===== config.mk =====
export PLATFORM = sky130hd
export DESIGN_NAME = mem_copy_engine_flat
export DESIGN_NICKNAME = d
export VERILOG_FILES = /design/src/rtl/mem_copy_pkg.sv /design/src/rtl/mem_copy_engine_if.sv /design/src/rtl/mem_copy_engine.sv /design/src/flat_wrapper.sv
export SDC_FILE = /design/constraint.sdc
export NUM_CORES = 1
export LEC_CHECK = 0
export ABC_AREA = 1
export BUFFER_PORTS_ARGS = -buffer_cell sky130_fd_sc_hd__buf_2
export CORE_MARGIN = 2
export CORE_UTILIZATION = 50
export DETAILED_ROUTE_END_ITERATION = 6
export HOLD_SLACK_MARGIN = 0.1
export PLACE_DENSITY = 0.9
export SETUP_SLACK_MARGIN = 0.05
export SYNTH_ARGS = -nofsm -noshare
export SYNTH_HDL_FRONTEND = slang
export SYNTH_SLANG_ARGS = --single-unit

===== constraint.sdc =====
create_clock -name clk -period 1.7 [get_ports clk]
set_clock_uncertainty 0.1 [all_clocks]
set_input_delay 0.255 -clock clk [delete_from_list [all_inputs] [get_ports clk]]
set_output_delay 0.255 -clock clk [all_outputs]
set_load 0.03 [all_outputs]

===== src/rtl/mem_copy_pkg.sv =====
// mem_copy_pkg: shared widths and FSM state type for the block-copy engine.
package mem_copy_pkg;

   localparam int ADDR_W = 7;
   localparam int DATA_W = 32;
   localparam int LEN_W  = 8;

   typedef enum logic [1:0] {
      IDLE  = 2'd0,
      RUN   = 2'd1,
      DRAIN = 2'd2
   } state_t;

endpackage


===== src/rtl/mem_copy_engine_if.sv =====
// mem_copy_engine_if: CPU control handshake plus the memory's dedicated
// read and write ports, as seen by the copy engine.
// master = the copy engine, slave = CPU control side and memory.
// Optional feature: MEM_COPY_CHECKSUM_EN adds the checksum signal.
interface mem_copy_engine_if;
   import mem_copy_pkg::*;

   logic              start;
   logic [ADDR_W-1:0] srcBase;
   logic [ADDR_W-1:0] dstBase;
   logic [LEN_W-1:0]  length;
   logic              busy;
   logic              done;
   logic [ADDR_W-1:0] addressRead;
   logic [DATA_W-1:0] dataOutRead;
   logic [ADDR_W-1:0] addressWrite;
   logic [DATA_W-1:0] dataInWrite;
   logic              writeEnableWrite;
`ifdef MEM_COPY_CHECKSUM_EN
   logic [DATA_W-1:0] checksum;
`endif

   modport master (
      input  start, srcBase, dstBase, length, dataOutRead,
      output busy, done, addressRead, addressWrite, dataInWrite, writeEnableWrite
`ifdef MEM_COPY_CHECKSUM_EN
      , output checksum
`endif
   );

   modport slave (
      output start, srcBase, dstBase, length, dataOutRead,
      input  busy, done, addressRead, addressWrite, dataInWrite, writeEnableWrite
`ifdef MEM_COPY_CHECKSUM_EN
      , input checksum
`endif
   );

endinterface


===== src/rtl/mem_copy_engine.sv =====
// mem_copy_engine: copies a run of words between address ranges using the
// memory's dedicated read port (combinational) and write port, 1 word/cycle.
// Optional feature: MEM_COPY_CHECKSUM_EN keeps an XOR of all copied words.
//
// state | meaning
// IDLE  | waiting for start; no write pending
// RUN   | word at src_ptr being read, previously captured word being written
// DRAIN | last captured word being written; done pulses next cycle
module mem_copy_engine
   import mem_copy_pkg::*;
(
   input  logic               clk,
   input  logic               resetN,
   mem_copy_engine_if.master  bus
);

   state_t            state;
   logic [ADDR_W-1:0] src_ptr;
   logic [ADDR_W-1:0] dst_ptr;
   logic [LEN_W-1:0]  remaining;
   logic              busy_q;
   logic              done_q;
   logic              we_q;
   logic [ADDR_W-1:0] addr_w_q;
   logic [DATA_W-1:0] data_w_q;

   assign bus.addressRead      = src_ptr;
   assign bus.busy             = busy_q;
   assign bus.done             = done_q;
   assign bus.writeEnableWrite = we_q;
   assign bus.addressWrite     = addr_w_q;
   assign bus.dataInWrite      = data_w_q;

   // Copy sequencer: pointers, word counter and the one-deep write stage.
   // busy covers the N read cycles; the DRAIN write is already committed,
   // so busy drops there and the done cycle follows exactly N busy cycles.
   always_ff @(posedge clk or negedge resetN) begin
      if (!resetN) begin
         state     <= IDLE;
         src_ptr   <= '0;
         dst_ptr   <= '0;
         remaining <= '0;
         busy_q    <= 1'b0;
         done_q    <= 1'b0;
         we_q      <= 1'b0;
         addr_w_q  <= '0;
         data_w_q  <= '0;
      end else begin
         done_q <= 1'b0;
         case (state)
            IDLE: begin
               we_q <= 1'b0;
               if (bus.start) begin
                  if (bus.length != '0) begin
                     src_ptr   <= bus.srcBase;
                     dst_ptr   <= bus.dstBase;
                     remaining <= bus.length;
                     busy_q    <= 1'b1;
                     state     <= RUN;
                  end else begin
                     done_q <= 1'b1;
                  end
               end
            end
            RUN: begin
               data_w_q  <= bus.dataOutRead;
               addr_w_q  <= dst_ptr;
               we_q      <= 1'b1;
               src_ptr   <= src_ptr + ADDR_W'(1);
               dst_ptr   <= dst_ptr + ADDR_W'(1);
               remaining <= remaining - LEN_W'(1);
               if (remaining == LEN_W'(1)) begin
                  busy_q <= 1'b0;
                  state  <= DRAIN;
               end
            end
            DRAIN: begin
               we_q   <= 1'b0;
               done_q <= 1'b1;
               state  <= IDLE;
            end
            default: state <= IDLE;
         endcase
      end
   end

`ifdef MEM_COPY_CHECKSUM_EN
   logic [DATA_W-1:0] checksum_q;

   assign bus.checksum = checksum_q;

   // Running XOR of captured words; any start taken in IDLE clears it.
   always_ff @(posedge clk or negedge resetN) begin
      if (!resetN) begin
         checksum_q <= '0;
      end else if (state == IDLE && bus.start) begin
         checksum_q <= '0;
      end else if (state == RUN) begin
         checksum_q <= checksum_q ^ bus.dataOutRead;
      end
   end
`endif

endmodule


===== src/flat_wrapper.sv =====
// flat-port wrapper written by rule: the top's interface ports become plain ports
module mem_copy_engine_flat import mem_copy_pkg::*;
  (clk, resetN, bus_start, bus_srcBase, bus_dstBase, bus_length, bus_dataOutRead, bus_busy, bus_done, bus_addressRead, bus_addressWrite, bus_dataInWrite, bus_writeEnableWrite);
  mem_copy_engine_if bus_i ();
  input  logic clk;
  input  logic resetN;
  input wire logic [$bits(bus_i.start)-1:0] bus_start;
  input wire logic [$bits(bus_i.srcBase)-1:0] bus_srcBase;
  input wire logic [$bits(bus_i.dstBase)-1:0] bus_dstBase;
  input wire logic [$bits(bus_i.length)-1:0] bus_length;
  input wire logic [$bits(bus_i.dataOutRead)-1:0] bus_dataOutRead;
  output wire logic [$bits(bus_i.busy)-1:0] bus_busy;
  output wire logic [$bits(bus_i.done)-1:0] bus_done;
  output wire logic [$bits(bus_i.addressRead)-1:0] bus_addressRead;
  output wire logic [$bits(bus_i.addressWrite)-1:0] bus_addressWrite;
  output wire logic [$bits(bus_i.dataInWrite)-1:0] bus_dataInWrite;
  output wire logic [$bits(bus_i.writeEnableWrite)-1:0] bus_writeEnableWrite;
  assign bus_i.start = bus_start;
  assign bus_i.srcBase = bus_srcBase;
  assign bus_i.dstBase = bus_dstBase;
  assign bus_i.length = bus_length;
  assign bus_i.dataOutRead = bus_dataOutRead;
  assign bus_busy = bus_i.busy;
  assign bus_done = bus_i.done;
  assign bus_addressRead = bus_i.addressRead;
  assign bus_addressWrite = bus_i.addressWrite;
  assign bus_dataInWrite = bus_i.dataInWrite;
  assign bus_writeEnableWrite = bus_i.writeEnableWrite;
  mem_copy_engine u_core (.clk(clk), .resetN(resetN), .bus(bus_i));
endmodule

Word level (Yosys, flattened, before mapping)
Index checks and enable logic that the tools add are counted.
{"block": "word_totals", "register_bits": 66, "input_bits": 57}
{"block": "op_classes", "n_addsub": 3, "eq_ne": 6, "n_mux": 21, "reduce_logical": 8}
{"operator": "2-to-1 mux 7 bit", "count": 4}
{"operator": "case mux 7 bit (2 select lines)", "count": 2}
{"operator": "2-to-1 mux 8 bit", "count": 2}
{"operator": "case mux 8 bit (2 select lines)", "count": 1}
{"operator": "adder 7 x 1 -> 7 bit, second input constant", "count": 2}
{"operator": "equality test 8 x 1 -> 1 bit, second input constant", "count": 1}
{"operator": "nonzero test 8 bit", "count": 1}
{"operator": "subtractor 8 x 1 -> 8 bit, second input constant", "count": 1}
{"operator": "2-to-1 mux 2 bit", "count": 3}
{"operator": "case mux 1 bit (2 select lines)", "count": 3}
{"operator": "AND reduction 3 bit", "count": 2}
{"operator": "2-to-1 mux 1 bit", "count": 5}
{"operator": "inequality test 2 x 1 -> 1 bit, second input constant", "count": 2}
{"operator": "case mux 2 bit (2 select lines)", "count": 1}
{"operator": "AND reduction 4 bit", "count": 1}
{"operator": "nonzero test 2 bit", "count": 2}
{"operator": "equality test 2 x 1 -> 1 bit, second input constant", "count": 1}
{"operator": "equality test 2 bit, second input constant", "count": 1}
{"operator": "zero test 2 bit", "count": 1}
{"operator": "inequality test 2 bit, second input constant", "count": 1}
{"operator": "OR reduction 2 bit", "count": 1}

Logic depth before layout (Yosys ltp)
Gate-level depths: netlist of run 1.
{"block": "logic_depth", "word_depth": 4, "ltp_mapped": 9}

Worst setup path after synthesis of run 1
No wires, ideal clock.
{"block": "synth_path", "kind": "flip-flop to flip-flop", "from": "reg u_core.src_ptr[0] (netlist: u_core.bus.addressRead[0])", "to": "reg u_core.src_ptr[6] (netlist: u_core.bus.addressRead[6])", "arrival_ns": 1.275, "required_time_ns": 1.483, "slack_ns": 0.208, "path_stages_with_launch": 9, "n_path_buf": 0, "synth_period_minus_slack_ns": 1.492, "cell_sequence": "dfrtp_1 ha_1 nand3_1 nor2_1 nand2_1 nand3_1 nand2_1 nand2_1 nand2_1"}
{"block": "synth_via", "elab_chain_len": 2}
{"item": "from (decl)", "line": "mem_copy_engine.sv:18", "text": "logic [ADDR_W-1:0] src_ptr;"}
{"item": "from (signal assigned)", "line": "mem_copy_engine.sv:55", "text": "src_ptr <= bus.srcBase;"}
{"item": "from (signal assigned)", "line": "mem_copy_engine.sv:69", "text": "src_ptr <= src_ptr + ADDR_W'(1);"}
{"item": "adder 7 x 1 -> 7 bit", "line": "mem_copy_engine.sv:69"}
{"item": "case mux 7 bit (2 select lines)", "line": "mem_copy_engine.sv:50", "text": "case (state)"}
No other way between the ends.
A chain may end at the register's enable or synchronous reset.

Final worst setup path of run 1
Same ends and word-level chain as after synthesis.

==> results of run 1 <==
## stage by stage
stage | instance area, sq um | utilization | worst slack (ns) | hold WS (ns)
after detailed placement | 3791 | 0.6039 | 0.2587 | 0.1999
final | 4309 | 0.6865 | 0.2467 | 0.1236
after global routing | 4309 | 0.6865 | 0.08668 | 0.1567
after CTS | 4309 | 0.6865 | 0.2404 | 0.1227
after floorplan | 3191 | - | 0.2080 | -0.1406
after global placement | 3791 | 0.6039 | 0.2475 | 0.1987
## cell usage in the layout, fill, tap and decap left out, drive strengths merged
| cell | instances |
|---|---|
| nand3b | 1 |
| inv | 17 |
| buf | 112 |
| nand3 | 26 |
| a21oi | 1 |
| clkinv | 1 |
| o21ai | 21 |
| dfrtp | 66 |
| or2 | 2 |
| clkinvlp | 1 |
| clkbuf | 12 |
| nand2 | 218 |
| ha | 4 |
| nor2 | 32 |
| nand4 | 5 |
| dlygate4sd3 | 34 |
| nor3 | 1 |
| o21bai | 2 |
| o21a | 1 |
## worst max-delay path by stage
| stage | to | slack [ns] | cells after the start |
|---|---|---|---|
| finish | u_core.bus.addressRead[6]$_DFFE_PN0P_ | 0.25 | 8 |
| global route | u_core.bus.addressRead[6]$_DFFE_PN0P_ | 0.09 | 7 |
| CTS | u_core.bus.addressRead[4]$_DFFE_PN0P_ | 0.24 | 6 |
| detailed placement | u_core.dst_ptr[5]$_DFFE_PN0P_ | 0.26 | 6 |
| global placement | u_core.dst_ptr[6]$_DFFE_PN0P_ | 0.25 | 9 |
| floorplan | u_core.bus.addressRead[6]$_DFFE_PN0P_ | 0.21 | 8 |
## layout make-up
class	count	area (sq um)
Clock buffer	12	165.2
Fill cell	487	1968
Timing Repair Buffer	146	943.4
Sequential cell	66	1652
Inverter	17	66.31
Clock inverter	2	12.51
Tap cell	77	96.34
Multi-Input combinational cell	314	1374
## sequential cells by signal, indices dropped and copies added, names as in the netlist
name / count
u_core.dst_ptr: 7
u_core.bus.busy: 1
u_core.bus.addressRead: 7
u_core.state: 2
u_core.bus.addressWrite: 7
u_core.bus.writeEnableWrite: 1
u_core.remaining: 8
u_core.bus.done: 1
u_core.bus.dataInWrite: 32
## critical path, stage by stage (launching register included)
cell and delay [ns]:
dfrtp_1 0.45, ha_1 0.26, nand3_1 0.14, nor2_1 0.11, nand2_1 0.06, nand3_1 0.07, nand2_1 0.05, nand2_1 0.06
nand2_1 0.05
## kinds of logic after synthesis
group | after synthesis | share of synthesized area
AOI/OAI and AO/OA | 25 | 0.05372
buffers and inverters | 33 | 0.05333
adders and majority gates | 4 | 0.01569
DFF | 66 | 0.5176
and+or+nand+nor | 285 | 0.3596
## per-layer routing
layer,up-vias,share of wire,routed length (microns)
li1,1560,-,-
met1,1439,0.44,3576
met2,105,0.48,3873
met3,14,0.063,505
met4,0,0.015,125
met5,-,0,0
## report_power, final
part	switching [uW]	internal [uW]	total, uW
clock	555	630	1190
combinational	181	143	324
sequential	22.1	1610	1630
==> results.cfg, run 1 <==
[clock_tree]
clock_path_buffers = 2
insertion_delay_ns = 0.33
cts-hold-fix-buffers = 34
cts.clk_slew.worst_paths_ns = 0.07
cts_htree_levels = 3
cts.sink_count = 66
postCtsSetupRepairBufs = 0
root_buffer = clkbuf_8
cts_buffers = 9
cts_tree = built
cts_resized = 0

[global_route]
grt_antenna_before_repair = 0
grt.overflow.total = 0
top_usage_layer = met2
grt_max_degree = 67
grt_pass1_vias = 3124
globalRouteMet1Util = 0.3244
met3_usage = 0.05242
grtUsageMet2 = 0.4145
grt_pass1_wl_microns = 14210
grt_use_total = 0.2469

[placement]
place_inst = 586
gp_congestion = 0.8869
dpl.hpwl_microns = 5093
port_buffers = 105

[critical_path]
startpoint = u_core.bus.addressRead[0]$_DFFE_PN0P_
critPathMaxFanout = 6
r2r_cells = 8
start_kind = flop
end_kind = flop
required_ns = 1.82
crit_type = flop to flop
r2r-end = u_core.bus.addressRead[6]$_DFFE_PN0P_
r2r_slack_ns = 0.25
arrival_ns = 1.57
reg2reg_from = u_core.bus.addressRead[0]$_DFFE_PN0P_

[timing]
final_hold_viol_count = 0
finalSetupTns_ns = 0
timing.final.crit_share = 0.8549
worst_slew_pin_slew_ns = 0.3753
drv_slew = 0
relSlewSlack = 0.7498
fmax_mhz = 688.1
min_period_ns = 1.453
setup_viol = 0
rsz0062_at_grt = false

[route]
wl_per_cell_microns = 12.74
via_per_inst = 4.918
wl_microns = 8080
drt_iter0_drc = 192
first_pass_iters = 4
vias = 3118
drc = 0
ant_nets = 0

[floorplanning]
initial_core_util = 0.5083
placementRows = 29
die_y_microns = 83.88
io_pins = 106
design.core.area_sq_um = 6277
fp.dieW_microns = 83.88
dieArea_sq_um = 7036

[final_layout]
syn_to_final_growth_pct = 35.06
finalNonFillerCells = 634
n_antenna_cell = 0
layout-drive-gt1-share = 0.2657
final_nets = 615

[power]
leakage_uw = 0.002332
vdd_drop_max_mv = 0.4082
total_power_uw = 3141
p_per_area_nw_per_um2 = 728.8

[yosys]
async_flop_share = 1.000
ys_ff_latch = 66
synth_top_cells_by_area = dfrtp_1 52%, nand2_1 25%, nand3_1 4.1%
synth_cells = 413
avgSynthCellArea_sq_um = 7.725
yosys.area.top_type_share = 0.5176
synth_nets = 474
syn_area_sq_um = 3191
ys_types = 25
synth_edf_count = 0
yosysSeqAreaShare = 0.5176
synth.cells.most_frequent = 213 x nand2_1, 66 x dfrtp_1, 30 x nor2_1
yosysMostFrequentCell = nand2_1
yosysWarnings = 0
ys.flop_type = dfrtp_1
synth_largest_area_cell = dfrtp_1

[hold_path]
hold_class = primary input to flop
hp-start = bus_srcBase[1]
hold_path_end = u_core.bus.addressRead[1]$_DFFE_PN0P_
hold_path_depth = 5

[outcome]
status = complete, no violations

[flow_run]
max_cap_violations = 0
Power figures use the tool's default switching activity.
==> run 2: changes to the inputs <==
Settings changed: CORE_MARGIN 2 to not set.
==> run 2 against run 1 <==
Fmax shrank 3.1%. First-iteration DRC count rose by 31%. Die area is 4.7% lower. Final cell count unchanged. Hold slack got worse by 0.0031 ns. Critical path type is now primary input to flop. Flip-flop and latch count unchanged. Via count up 2.5%.
==> results.cfg, run 2 (synthesized netlist as in run 1, its figures left out) <==
[timing]
rsz0062_at_grt = false
relSlewSlack = 0.7661
timing.final.crit_share = 0.8824
fmax_mhz = 666.6
hold_slack_ns = 0.1205
final_hold_viol_count = 0
drv_slew = 0
worst_slew_pin_slew_ns = 0.3509
min_period_ns = 1.500
setup_viol = 0
finalSetupTns_ns = 0

[clock_tree]
cts_buffers = 9
cts.clk_slew.worst_paths_ns = 0.07
cts_htree_levels = 3
cts_resized = 0
insertion_delay_ns = 0.33
cts_tree = built
root_buffer = clkbuf_8
cts.sink_count = 66
clock_path_buffers = 2

[final_layout]
layout-drive-gt1-share = 0.2648
layout_commonest_cell = nand2_1
layout_common_cells = 213 x nand2_1, 105 x buf_2, 66 x dfrtp_1
n_antenna_cell = 0
syn_to_final_growth_pct = 37.14
num-fill-cells = 437
final_nets = 615
largest_reg_flops = 32

[critical_path]
cp_cell_sequence = dlygate4sd3_1 > buf_2 > o21a_2 > nand2_4 > inv_4 > nand2_1 > o21ai_2
critPathMaxFanout = 28
crit_type = primary input to flop
end_kind = flop
crit_path_end = u_core.remaining[0]$_DFFE_PN0P_
r2r_cells = 6
reg2reg_from = u_core.state[1]$_DFFE_PN0P_
r2r-end = u_core.remaining[0]$_DFFE_PN0P_
start_kind = primary input
crit_path_top_delay_cell = dlygate4sd3_1
critPathTopFamily = buffers and inverters
critPathBufInv = 3
arrival_ns = 1.62
r2r_slack_ns = 0.22
max_stage_delay_ns = 0.54
cp.depth = 7
startpoint = bus_start
required_ns = 1.82

[route]
wl_microns = 8340
first_pass_iters = 4
drt_iter0_drc = 251
ant_nets = 0
wl_per_cell_microns = 13.15
vias = 3195
via_per_inst = 5.039
drc = 0

[floorplanning]
initial_core_util = 0.5295
placementRows = 28
io_pins = 106
design.core.area_sq_um = 6026
die_y_microns = 81.88
fp.dieW_microns = 81.88
dieArea_sq_um = 6704

[global_route]
grt_max_degree = 67
grt_pass1_wl_microns = 13430
grt_pass1_vias = 2985
grt.overflow.total = 0
grt_antenna_before_repair = 0
grt_use_total = 0.2659

[power]
p_per_area_nw_per_um2 = 805.6
vdd_drop_max_mv = 0.5780
leakage_uw = 0.002356
total_power_uw = 3525

[hold_path]
hold_class = primary input to flop

[outcome]
status = complete, no violations

[placement]
port_buffers = 105
gp_congestion = 0.8934
dpl.hpwl_microns = 5010

[flow_run]
max_cap_violations = 0
[run 2: cell types whose count changed in the layout (fill, tap and decap cells not counted)]
cell / previous run / this run
buf_4: 5 / 4
clkbuf_1: 0 / 2
clkbuf_8: 12 / 9
buf_12: 2 / 3
bufinv_16: 0 / 3
[run 2: repair_timing]
action,in CTS,in global routing
buffers inserted,0,0
hold buffers,34,0
endpoints found under the hold margin,99,0
[run 2: worst min-delay path by stage]
stage	startpoint	cells after the start	slack (ns)	to
after global placement	resetN	2	0.20	u_core.bus.addressRead[6]$_DFFE_PN0P_
after global routing	bus_dstBase[0]	3	0.12	u_core.dst_ptr[0]$_DFFE_PN0P_
after detailed placement	resetN	2	0.20	u_core.remaining[7]$_DFFE_PN0P_
after CTS	bus_length[5]	3	0.11	u_core.remaining[5]$_DFFE_PN0P_
final	bus_length[5]	3	0.12	u_core.remaining[5]$_DFFE_PN0P_
after floorplan	resetN	0	-0.14	u_core.bus.addressRead[0]$_DFFE_PN0P_
[run 2: where the power goes]
part | internal [uW] | switching [uW] | total (uW)
Sequential | 1610 | 23.1 | 1630
Clock | 974 | 591 | 1560
Combinational | 143 | 185 | 329
Total | 2730 | 800 | 3520
[run 2: metal layers]
layer,routed length (microns),track usage,vias to the layer above
met3,723,0.06778,17
met2,4040,0.4364,158
li1,-,-,1567
met1,3425,0.3314,1453
met5,0,0,-
met4,152,0.1123,0
[run 2: layout make-up]
| class | count | area [sq um] | area share |
|---|---|---|---|
| Tap cell | 75 | 93.84 | 0.02145 |
| Clock inverter | 5 | 102.6 | 0.02345 |
| Sequential cell | 66 | 1652 | 0.3775 |
| Multi-Input combinational cell | 314 | 1374 | 0.3140 |
| Inverter | 17 | 66.31 | 0.01516 |
| Timing Repair Buffer | 146 | 955.9 | 0.2185 |
| Clock buffer | 11 | 131.4 | 0.03003 |
[run 2: per-stage QoR]
stage / setup WS, ns / cells / instance area (sq um) / utilization
after floorplan: 0.2080 / 413 / 3191 / -
after global placement: 0.2500 / 584 / 3801 / 0.6308
after detailed placement: 0.1839 / 584 / 3801 / 0.6308
after CTS: 0.2121 / 634 / 4375 / 0.7261
after global routing: 0.08018 / 634 / 4375 / 0.7261
final: 0.2000 / 634 / 4375 / 0.7261
[run 2: tightest hold or removal path, cell delays in order]
cell	delay (ns)
buf_2	0.11
nand4_1	0.08
nand3_1	0.07
==> run 3: changes to the inputs <==
Settings changed: CORE_UTILIZATION 50 to 52, CTS_BUF_LIST set to sky130_fd_sc_hd__clkbuf_4, PLACE_DENSITY 0.9 to 0.93.
==> run 3 against run 2 <==
Hold slack improved by 0.00083 ns. Clock-buffer cell count is the same. Combinational power grew 9.1%. Sequential share of layout area shrank 1.3 points. Fmax fell by 9.1%. Critical path type unchanged. Largest cell class unchanged. Largest power group unchanged.
==> results.cfg, run 3 (synthesized netlist as in run 1, its figures left out) <==
[critical_path]
critPathTopFamily = buffers and inverters
r2r_cells = 6
arrival_ns = 1.83
critPathMaxFanout = 14
end_kind = flop
cp.depth = 10
start_kind = primary input
crit_path_top_delay_cell = dlygate4sd3_1
required_ns = 1.88
crit_type = primary input to flop
cp_cell_sequence = dlygate4sd3_1 > buf_2 > nor2_1 > nand2_1 > nor2_4 > nand2_4 > nand2_8 > clkinv_8 > nand2_1 > o21ai_2
max_stage_delay_ns = 0.54
critPathBufInv = 3
cp_common_cell = nand2_1

[route]
met2_length_microns = 4516
top_layer = met4
first_pass_iters = 5
vias = 3354
dr_wl_met3_microns = 545
drc = 0
wl_microns = 8791
ant_nets = 0
via_per_inst = 5.097
drt_iter0_drc = 282
wl_per_cell_microns = 13.36
wl_met1_microns = 3526

[hold_path]
hold_path_depth = 5
hold_class = primary input to flop

[timing]
drv_slew = 0
setup_viol = 0
hold_slack_ns = 0.1213
finalSetupTns_ns = 0
timing.final.crit_share = 0.9712
relSlewSlack = 0.7607
min_period_ns = 1.651
fmax_mhz = 605.7
worst_slew_pin_slew_ns = 0.3589
final_hold_viol_count = 0
rsz0062_at_grt = false

[placement]
gp_congestion = 0.8457
dpl.hpwl_microns = 5103
dpl-instance-area_sq_um = 3804
port_buffers = 105
place_inst = 586

[clock_tree]
insertion_delay_ns = 0.39
clock_path_buffers = 2
cts.sink_count = 66
root_buffer = clkbuf_4
cts_buffers = 9
cts.clk_slew.worst_paths_ns = 0.10
cts_htree_levels = 3
cts_tree = built

[outcome]
status = complete, no violations

[final_layout]
largest_reg_flops = 32
layout_commonest_cell = nand2_1
finalInstanceArea_sq_um = 4526
final_nets = 640
layout-drive-gt1-share = 0.2624
syn_to_final_growth_pct = 41.84
finalNonFillerCells = 658
layout_common_cells = 213 x nand2_1, 105 x buf_2, 66 x dfrtp_1
n_antenna_cell = 0

[power]
leakage_uw = 0.002429
vdd_drop_max_mv = 0.4342
p_per_area_nw_per_um2 = 622.7
combPwrFrac = 0.127
switchingPower_uw = 724.8
clkPwrFrac = 0.295
power.share.switching = 0.2572
p_int_uw = 2093
p_seq_frac = 0.578

[floorplanning]
design.core.area_sq_um = 5921
fp.dieW_microns = 80.33
initial_core_util = 0.5389
die_y_microns = 80.33
dieArea_sq_um = 6453
io_pins = 106
placementRows = 28

[global_route]
grt_max_degree = 67
grt_pass1_vias = 3212
grt.overflow.total = 0
grt_pass1_wl_microns = 13630
grt_antenna_before_repair = 0
grt_use_total = 0.2785

[flow_run]
max_cap_violations = 0
==> run 3: cell types whose count changed in the layout (fill, tap and decap cells not counted), moves of 2 or more <==
cell / delta
bufinv_16: -3
clkinv_1: +2
clkbuf_8: -9
clkbuf_4: +11
dlygate4sd3_1: +19
clkbuf_1: -2
buf_4: +3
==> run 3: what timing repair did <==
action                     in CTS  in global routing
gates resized for setup         0                  8
setup buffers                   0                  1
hold endpoints to repair      118                  0
setup endpoints to repair       0                 22
hold buffers                   53                  0
==> run 3: worst paths after layout <==
kind	start	to	slack [ns]
setup reg to reg	u_core.bus.addressRead[0]$_DFFE_PN0P_	u_core.bus.addressRead[2]$_DFFE_PN0P_	0.25
setup / recovery	bus_length[4]	u_core.bus.addressRead[3]$_DFFE_PN0P_	0.05
hold / removal	bus_length[1]	u_core.remaining[1]$_DFFE_PN0P_	0.12
max in group asynchronous	resetN	u_core.bus.dataInWrite[13]$_DFFE_PN0P_	0.90
hold reg to reg	u_core.bus.dataInWrite[31]$_DFFE_PN0P_	u_core.bus.dataInWrite[31]$_DFFE_PN0P_	0.38
min in group asynchronous	resetN	u_core.bus.addressRead[5]$_DFFE_PN0P_	0.29
==> run 3: layer usage <==
layer  vias to the layer above  track usage
met2                       152       0.4974
met1                      1554       0.3169
met3                        24      0.06136
met5                         -            0
met4                         0       0.1250
li1                       1624            -
==> run 3: power groups by stage <==
stage / Sequential [uW] / Combinational, uW / Clock (uW)
after floorplan: 1740 / 31.8 / 0
after global placement: 1660 / 254 / 0
after detailed placement: 1660 / 262 / 0
after CTS: 1630 / 354 / 865
after global routing: 1630 / 390 / 944
final: 1630 / 359 / 831
==> run 3: layout make-up <==
class                           instances  area, sq um
Clock inverter                          4        20.02
Timing Repair inverter                  1        8.758
Clock buffer                           11        82.58
Tap cell                               75        93.84
Fill cell                             417         1395
Inverter                               17        76.32
Timing Repair Buffer                  169         1189
Multi-Input combinational cell        315         1404
Sequential cell                        66         1652
==> run 3: per-stage QoR <==
| step | total power (uW) | setup slack [ns] | utilization |
|---|---|---|---|
| after CTS | 2847 | 0.05904 | 0.7494 |
| after global routing | 2967 | 0.02870 | 0.7644 |
| after global placement | 1910 | 0.2345 | 0.6424 |
| after detailed placement | 1919 | 0.1823 | 0.6424 |
| after floorplan | 1769 | 0.2080 | - |
| final | 2818 | 0.04894 | 0.7644 |
==> run 3: worst reg2reg max path: cells and delay by family (launching register included) <==
family | cells | cell delay (ns)
adder cells (fa/ha/maj) | 1 | 0.27
flip-flops | 1 | 0.45
AND/OR/NAND/NOR | 5 | 0.53
